`src/rtl/tdm_pkg.sv`:
```
// Shared types for the 1:4 TDM receive demultiplexer.
// Optional shadow frame bank: define TDM_DEMUX_FRAME_BUF_EN.
package tdm_pkg;
  localparam int NUM_CH = 4;
  typedef logic [1:0] slot_t;
  typedef enum logic {HUNT, LOCK} state_t;
  localparam slot_t LAST_SLOT = 2'd3;
endpackage

```
`src/rtl/tdm_slot_ctr.sv`:
```
// Wrapping slot counter: holds the slot expected on the next beat.
// Loads 1 when a start-of-frame beat is taken as slot 0.
module tdm_slot_ctr
  import tdm_pkg::*;
(
  input  logic  clk,
  input  logic  rst,
  input  logic  load_i,
  input  logic  adv_i,
  output slot_t slot_o,
  output logic  last_o
);

  slot_t slot_q, slot_d;

  always_comb begin
    slot_d = slot_q;
    unique case (1'b1)
      load_i:  slot_d = 2'd1;
      adv_i:   slot_d = slot_q + 2'd1;
      default: slot_d = slot_q;
    endcase
  end

  always_ff @(posedge clk or posedge rst) begin
    if (rst) slot_q <= '0;
    else     slot_q <= slot_d;
  end

  assign slot_o = slot_q;
  assign last_o = (slot_q == LAST_SLOT);

endmodule

```
`src/rtl/tdm_demux4.sv`:
```
// Receive-side 1:4 TDM demultiplexer with sof alignment.
// Define TDM_DEMUX_FRAME_BUF_EN for atomic whole-frame updates.
module tdm_demux4
  import tdm_pkg::*;
#(
  parameter int DATA_W = 8
) (
  input  logic              clk,
  input  logic              rst,
  input  logic              in_valid,
  input  logic              in_sof,
  input  logic [DATA_W-1:0] in_data,
  output logic [DATA_W-1:0] ch0_data,
  output logic [DATA_W-1:0] ch1_data,
  output logic [DATA_W-1:0] ch2_data,
  output logic [DATA_W-1:0] ch3_data,
  output logic [3:0]        ch_valid,
  output logic              frame_done,
  output logic              sync_err,
  output logic              locked
);

  typedef logic [DATA_W-1:0] word_t;

  state_t state_q, state_d;
  word_t  ch_q [NUM_CH];
  word_t  ch_d [NUM_CH];
  logic [3:0] vld_q, vld_d;
  logic   done_q, done_d;
  logic   err_q, err_d;

  slot_t  slot;
  slot_t  wr_slot;
  logic   last;
  logic   sof_hit;
  logic   accept;
  logic   close;

  assign sof_hit = in_valid & in_sof;
  assign accept  = sof_hit | (in_valid & (state_q == LOCK));
  assign wr_slot = sof_hit ? slot_t'(0) : slot;
  assign close   = accept & ~in_sof & last;

  tdm_slot_ctr u_ctr (
    .clk    (clk),
    .rst    (rst),
    .load_i (sof_hit),
    .adv_i  (accept & ~in_sof),
    .slot_o (slot),
    .last_o (last)
  );

  always_comb begin
    state_d = state_q;
    unique case (state_q)
      HUNT: if (sof_hit) state_d = LOCK;
      LOCK: state_d = LOCK;
    endcase
  end

`ifdef TDM_DEMUX_FRAME_BUF_EN
  word_t sh_q [NUM_CH];
  word_t sh_d [NUM_CH];

  always_comb begin
    ch_d   = ch_q;
    sh_d   = sh_q;
    vld_d  = '0;
    done_d = close;
    err_d  = sof_hit & (state_q == LOCK) & (slot != '0);
    // a misplaced sof throws away the partly collected frame
    if (err_d) begin
      for (int i = 0; i < NUM_CH; i++) sh_d[i] = '0;
    end
    if (accept) sh_d[wr_slot] = in_data;
    if (close) begin
      for (int i = 0; i < NUM_CH - 1; i++) ch_d[i] = sh_q[i];
      ch_d[NUM_CH-1] = in_data;
      vld_d = '1;
    end
  end

  always_ff @(posedge clk or posedge rst) begin
    if (rst) begin
      for (int i = 0; i < NUM_CH; i++) sh_q[i] <= '0;
    end else begin
      sh_q <= sh_d;
    end
  end
`else
  always_comb begin
    ch_d   = ch_q;
    vld_d  = '0;
    done_d = close;
    err_d  = sof_hit & (state_q == LOCK) & (slot != '0);
    if (accept) begin
      ch_d[wr_slot]  = in_data;
      vld_d[wr_slot] = 1'b1;
    end
  end
`endif

  always_ff @(posedge clk or posedge rst) begin
    if (rst) begin
      state_q <= HUNT;
      for (int i = 0; i < NUM_CH; i++) ch_q[i] <= '0;
      vld_q   <= '0;
      done_q  <= 1'b0;
      err_q   <= 1'b0;
    end else begin
      state_q <= state_d;
      ch_q    <= ch_d;
      vld_q   <= vld_d;
      done_q  <= done_d;
      err_q   <= err_d;
    end
  end

  assign ch0_data   = ch_q[0];
  assign ch1_data   = ch_q[1];
  assign ch2_data   = ch_q[2];
  assign ch3_data   = ch_q[3];
  assign ch_valid   = vld_q;
  assign frame_done = done_q;
  assign sync_err   = err_q;
  assign locked     = (state_q == LOCK);

endmodule

```
`config.mk`:
```
export PLATFORM = sky130hd
export DESIGN_NAME = tdm_demux4
export DESIGN_NICKNAME = d
export VERILOG_FILES = /design/src/rtl/tdm_pkg.sv /design/src/rtl/tdm_slot_ctr.sv /design/src/rtl/tdm_demux4.sv
export SDC_FILE = /design/constraint.sdc
export NUM_CORES = 1
export LEC_CHECK = 0
export ABC_AREA = 0
export BUFFER_PORTS_ARGS = -buffer_cell sky130_fd_sc_hd__buf_4
export CAP_MARGIN = 10
export CORE_MARGIN = 2
export CORE_UTILIZATION = 49
export DETAILED_ROUTE_END_ITERATION = 8
export PLACE_DENSITY = 0.77
export SLEW_MARGIN = 0
export SYNTH_ARGS = -nofsm -noshare
export SYNTH_HDL_FRONTEND = slang
export SYNTH_SLANG_ARGS = --single-unit
export TNS_END_PERCENT = 5
```
`constraint.sdc`:
```
create_clock -name clk -period 1.85 [get_ports clk]
set_clock_uncertainty 0.15 [all_clocks]
set_input_delay 0.2775 -clock clk [delete_from_list [all_inputs] [get_ports clk]]
set_output_delay 0.2775 -clock clk [all_outputs]
set_load 0.03 [all_outputs]
```
==> impl_metrics.env, run 1 <==
export IMPL_ys_types=17
export IMPL_wirelength_um=3050
export IMPL_cp_max_fo=9
export IMPL_avgSynthCellArea_um2=17.1
export IMPL_area_growth_pct=29.3
export IMPL_ys_top_cells_by_area="dfrtp_1 (63%), mux2_4 (15%), mux2_2 (11%)"
export IMPL_final_setup_tns_ns=0
export IMPL_cts_tree="built"
export IMPL_synthArstFlopShare_pct=100
export IMPL_hold_buffers=1
export IMPL_relSlewSlack_pct=66.9
export IMPL_synth_edff_count=0
export IMPL_p_leak_nw=1.06
export IMPL_max_vdd_ir_drop_uv=854
export IMPL_dp_slack_ns=0.158
export IMPL_finalNetCount=166
export IMPL_routabilityCongestion=0.722
export IMPL_worst_slew_pin_slew_ns=0.497
export IMPL_yosys_warnings=0
export IMPL_synthFlopType="dfrtp_1"
export IMPL_cts_buffers=5
export IMPL_rr_worst_depth=3
export IMPL_holdPathStages=2
export IMPL_power_density_nw_per_um2=1530
export IMPL_power_w=0.00321
export IMPL_numClockSinks=41
export IMPL_hold_viol_final=0
export IMPL_seq_area_frac_synth_pct=63.0
export IMPL_fmax_ghz=0.610
export IMPL_path_clk_slew_ns=0.12
export IMPL_dr_pass1_iters=2
export IMPL_ys_top_cells_by_count="dfrtp_1 (41), mux2_2 (16), mux2_4 (16), inv_1 (5), buf_6 (3)"
export IMPL_cts_setup_buffers=0
export IMPL_netSwitchingFraction_pct=39.0
export IMPL_antenna_found_initial=0
export IMPL_start_kind="flip-flop"
export IMPL_end_kind="flip-flop"
export IMPL_die_y_um=61.7
export IMPL_drt_iter0_drc=15
export IMPL_remaining_drc_errors=0
export IMPL_rsz0062_at_grt="no"
export IMPL_vias_per_cell=4.81
export IMPL_clkLatencyLatePin_ns=0.34
export IMPL_yosys_area_top_type="dfrtp_1"
export IMPL_dp_cells=188
export IMPL_setup_violations=0
export IMPL_yosysMostFrequentCell="dfrtp_1"
export IMPL_coreArea_um2=3100
export IMPL_portBuffers=50
export IMPL_grt_pass1_wl_um=4750
export IMPL_ioPinCount=51
export IMPL_vias=947
export IMPL_pwr_share_comb_pct=44.8
export IMPL_h_tree_depth=2
export IMPL_core_rowCount=20
export IMPL_netlist_area_leader_share_pct=63.0
export IMPL_seqPwrFrac_pct=41.7
export IMPL_cp_required_ns=1.94
export IMPL_wl_per_cell_um=15.5
export IMPL_cts_root_buf="clkbuf_4"
export IMPL_slew_viol_final=0
export IMPL_period_needed_ns=1.64
export IMPL_hold_class="in2reg"
export IMPL_cell_internal_pwr_w=0.00196
export IMPL_clock_path_buffers=2
export IMPL_initial_core_util_pct=52.5
export IMPL_final_util_pct=67.9
export IMPL_synth_seq_cells=41
export IMPL_drive_above_1_share_pct=62.7
export IMPL_arrival_ns=1.73
export IMPL_dieArea_um2=3800
export IMPL_fp_dieW_um=61.7
export IMPL_netlist_instances=95
export IMPL_finalCritPeriodShare_pct=88.6
export IMPL_diodes=0
export IMPL_criticalPathCategory="reg2reg"
export IMPL_cts_resized_gates=0
export IMPL_overflow=0
export IMPL_setup_ws_ns=0.210
export IMPL_synth_nets=109
export IMPL_status="finished, final reports clean"
export IMPL_grt_max_degree=42
export IMPL_final_antenna_net_count=0
export IMPL_synth_area_um2=1630
export IMPL_grt_pass1_vias=958
export IMPL_power_frac_clock_pct=13.6
export IMPL_drv_cap=0
export IMPL_stdcell_count=197
export IMPL_p_sw_w=0.00125
export IMPL_dp_hpwl_um=2190
export IMPL_track_usage_pct=18.3
==> per-stage QoR <==
| stage | instance area (um2) | hold slack (ns) |
|---|---|---|
| after floorplan | 1630 | 0.244 |
| after global placement | 2040 | 0.282 |
| after detailed placement | 2040 | 0.287 |
| final | 2110 | 0.0194 |
| after global routing | 2110 | 0.00720 |
| after CTS | 2110 | 0.0114 |
==> kinds of logic (layout without fill, tap and decap cells) <==
group,count (synthesis),after routing,share of synthesized area (%)
buffers and inverters,8,66,3.23
adder cells (fa/ha/maj),2,2,1.54
flip-flops,41,41,63.0
AO/OA/AOI/OAI,4,4,1.84
AND/OR/NAND/NOR,7,7,3.99
multiplexers,33,33,26.4
==> worst paths after layout <==
| path | from | endpoint | slack, ns |
|---|---|---|---|
| max | locked | ch1_data[7] | 0.21 |
| min | in_sof | locked | 0.02 |
| max reg2reg | locked | ch1_data[7] | 0.21 |
| min reg2reg | ch3_data[7] | ch3_data[7] | 0.37 |
| max in group asynchronous | rst | u_ctr.slot_o[1] | 0.76 |
| min in group asynchronous | rst | ch_valid[2] | 0.45 |
==> flip-flops by register name, summed over array words and instances (netlist names) <==
name          count
locked            1
ch1_data          8
ch0_data          8
u_ctr.slot_o      2
frame_done        1
sync_err          1
ch_valid          4
ch3_data          8
ch2_data          8
==> layer usage <==
layer	vias to the layer above	global-route usage (%)	wire length, um
met4	0	9.12	27
met5	-	0	0
met3	4	5.67	196
li1	436	-	-
met1	474	23.3	1260
met2	33	28.3	1570
==> worst max-delay path: stages (launching register included) <==
cell and delay (ns):
dfrtp_1 0.42, and3b_1 0.31, and3_4 0.35, mux2_4 0.32
==> power groups by stage <==
stage	clock network (W)	logic [W]	registers, W
6_report	0.000435	0.00144	0.00134
4_1_cts	0.000447	0.00146	0.00135
5_1_grt	0.000491	0.00152	0.00137
2_1_floorplan	0	0.000376	0.00187
3_3_place_gp	0	0.00143	0.00135
3_5_place_dp	0	0.00145	0.00136
==> cell usage in the layout, fill, tap and decap left out <==
master and count:
ha_1 2, a21o_1 1, a22o_1 1, and4b_1 1, clkbuf_4 5, and3_4 2, mux2i_1 1, mux2_4 16
mux2_2 16, dlygate4sd3_1 1, nor3b_1 1, and2_1 1, dfrtp_1 41, o21ai_0 1, buf_4 52, and3b_1 1
clkinvlp_4 1, o21ai_2 1, inv_1 5, clkinv_2 2, nand3_2 1
==> layout make-up <==
cell class | count | area (um2)
clock buffers | 5 | 37.5
clock inverters | 3 | 17.5
fillers | 246 | 997
inverters | 5 | 18.8
multi-input cells | 46 | 551
flip-flops and latches | 41 | 1030
well taps | 44 | 55.1
repair buffers | 53 | 400
No activity file was read; power rests on OpenSTA's default activity.
==> inputs of run 2 (changes only) <==
--- a/config.mk
+++ b/config.mk
@@ -8,9 +8,11 @@
 export ABC_AREA = 0
 export BUFFER_PORTS_ARGS = -buffer_cell sky130_fd_sc_hd__buf_4
 export CAP_MARGIN = 10
+export CORE_ASPECT_RATIO = 0.7
 export CORE_MARGIN = 2
 export CORE_UTILIZATION = 49
 export DETAILED_ROUTE_END_ITERATION = 8
+export GPL_ROUTABILITY_DRIVEN = 1
 export PLACE_DENSITY = 0.77
 export SLEW_MARGIN = 0
 export SYNTH_ARGS = -nofsm -noshare
==> run 2 against run 1 <==
First-iteration DRC count increased to 5.7 times the previous value. Largest power group unchanged. Critical endpoint is now ch2_data[5]. Fmax decreased by 1.5%. Flip-flop and latch count unchanged. Clock power increased by 25%. Global-route usage increased by 0.26 points. Via count increased by 2.2%. Register-to-register slack got worse by 0.03 ns. Non-clock buffer count unchanged. Die area increased by 0.19%. Cell count decreased by 3.0%. Combinational power about the same.
==> impl_metrics.env, run 2 (synthesized netlist as in run 1, its figures left out) <==
export IMPL_drv_cap=0
export IMPL_path_clk_slew_ns=0.08
export IMPL_cp_max_fo=9
export IMPL_antenna_found_initial=0
export IMPL_dieArea_um2=3810
export IMPL_dp_hpwl_um=2200
export IMPL_fp_dieW_um=72.9
export IMPL_h_tree_depth=2
export IMPL_initial_core_util_pct=51.4
export IMPL_final_setup_tns_ns=0
export IMPL_layout_common_cells="buf_4 (52), dfrtp_1 (41), mux2_4 (16), mux2_2 (16)"
export IMPL_worst_slew_pin_slew_ns=0.494
export IMPL_final_antenna_net_count=0
export IMPL_clkLatencyLatePin_ns=0.28
export IMPL_worst_path_largest_cell_delay_ns=0.43
export IMPL_drt_iter0_drc=85
export IMPL_diodes=0
export IMPL_finalNetCount=166
export IMPL_slowest_stage="dfrtp_1"
export IMPL_area_growth_pct=30.3
export IMPL_fmax_ghz=0.600
export IMPL_p_leak_nw=1.06
export IMPL_pwr_share_comb_pct=43.3
export IMPL_status="finished, final reports clean"
export IMPL_hold_class="in2reg"
export IMPL_vias=968
export IMPL_slew_viol_final=0
export IMPL_rsz0062_at_grt="no"
export IMPL_stdcell_count=191
export IMPL_clock_path_buffers=2
export IMPL_dp_cells=182
export IMPL_grt_pass1_vias=962
export IMPL_grt_pass1_wl_um=4990
export IMPL_cell_internal_pwr_w=0.00209
export IMPL_start_kind="flip-flop"
export IMPL_drive_above_1_share_pct=60.8
export IMPL_relSlewSlack_pct=67.1
export IMPL_final_area_um2=2120
export IMPL_max_vdd_ir_drop_uv=960
export IMPL_seqPwrFrac_pct=40.3
export IMPL_dp_slack_ns=0.158
export IMPL_hold_viol_final=0
export IMPL_wirelength_um=3060
export IMPL_place_area_um2=2030
export IMPL_cp_required_ns=1.87
export IMPL_ioPinCount=51
export IMPL_setup_violations=0
export IMPL_period_needed_ns=1.67
export IMPL_cts_setup_buffers=0
export IMPL_p_sw_w=0.00123
export IMPL_netSwitchingFraction_pct=37.1
export IMPL_setup_ws_ns=0.184
export IMPL_routabilityCongestion=0.738
export IMPL_power_density_nw_per_um2=1560
export IMPL_mostFrequentLayoutCell="buf_4"
export IMPL_core_rowCount=17
export IMPL_numClockSinks=41
export IMPL_vias_per_cell=5.07
export IMPL_arrival_ns=1.68
export IMPL_wl_per_cell_um=16.0
export IMPL_power_frac_clock_pct=16.4
export IMPL_cts_root_buf="clkbuf_8"
export IMPL_end_kind="flip-flop"
export IMPL_portBuffers=50
export IMPL_remaining_drc_errors=0
export IMPL_cp_cell_sequence="and3b_1 > and3_4 > mux2_4"
export IMPL_dr_pass1_iters=4
export IMPL_die_y_um=52.2
export IMPL_cts_tree="built"
export IMPL_timing_hold_ws_ns=0.0885
export IMPL_coreArea_um2=3170
export IMPL_cts_buffers=5
export IMPL_grt_max_degree=42
export IMPL_track_usage_pct=18.5
export IMPL_criticalPathCategory="reg2reg"
export IMPL_finalCritPeriodShare_pct=90.0
export IMPL_overflow=0
-- run 2: worst paths after layout --
kind                       slack [ns]     endpoint   startpoint  cells after the start
max                              0.18  ch2_data[5]       locked                      3
max in group asynchronous        0.69  ch_valid[0]          rst                      4
min                              0.09       locked     in_valid                      2
max reg2reg                      0.18  ch2_data[5]       locked                      3
min reg2reg                      0.36  ch0_data[0]  ch0_data[0]                      1
min in group asynchronous        0.51  ch0_data[0]          rst                      4
-- run 2: layout make-up --
class                   instances  area (um2)
fillers                       228        1050
flip-flops and latches         41        1030
multi-input cells              46         551
repair buffers                 53         400
clock buffers                   8        80.1
well taps                      38        47.5
inverters                       5        18.8
-- run 2: worst max-delay path: cells and delay by family, from the launching register on --
family	cells	cell delay, ns
DFF	1	0.43
muxes	1	0.32
and+or+nand+nor	2	0.65
-- run 2: repair_timing --
action                                 CTS  global route
endpoints found under the hold margin   41             0
resized for setup                        0             0
setup endpoints to repair                0             0
hold buffers                             1             0
-- run 2: metrics by stage --
stage,utilization (%),total power (W)
6_report,67.0,0.00332
5_1_grt,67.0,0.00350
4_1_cts,67.0,0.00335
3_5_place_dp,64.2,0.00280
3_3_place_gp,64.2,0.00277
2_1_floorplan,-,0.00225
-- run 2: power by group through the flow --
stage	sequential, W	clock [W]	combinational (W)
2_1_floorplan	0.00187	0	0.000376
3_3_place_gp	0.00134	0	0.00142
3_5_place_dp	0.00135	0	0.00145
4_1_cts	0.00134	0.000555	0.00145
5_1_grt	0.00138	0.000616	0.00151
6_report	0.00134	0.000543	0.00144
-- run 2: per-layer routing --
layer  global-route usage [%]  share of wire, %
met2                     28.5                46
met1                     24.9                47
met3                     6.73               6.8
met4                     5.56              0.13
met5                        0                 0
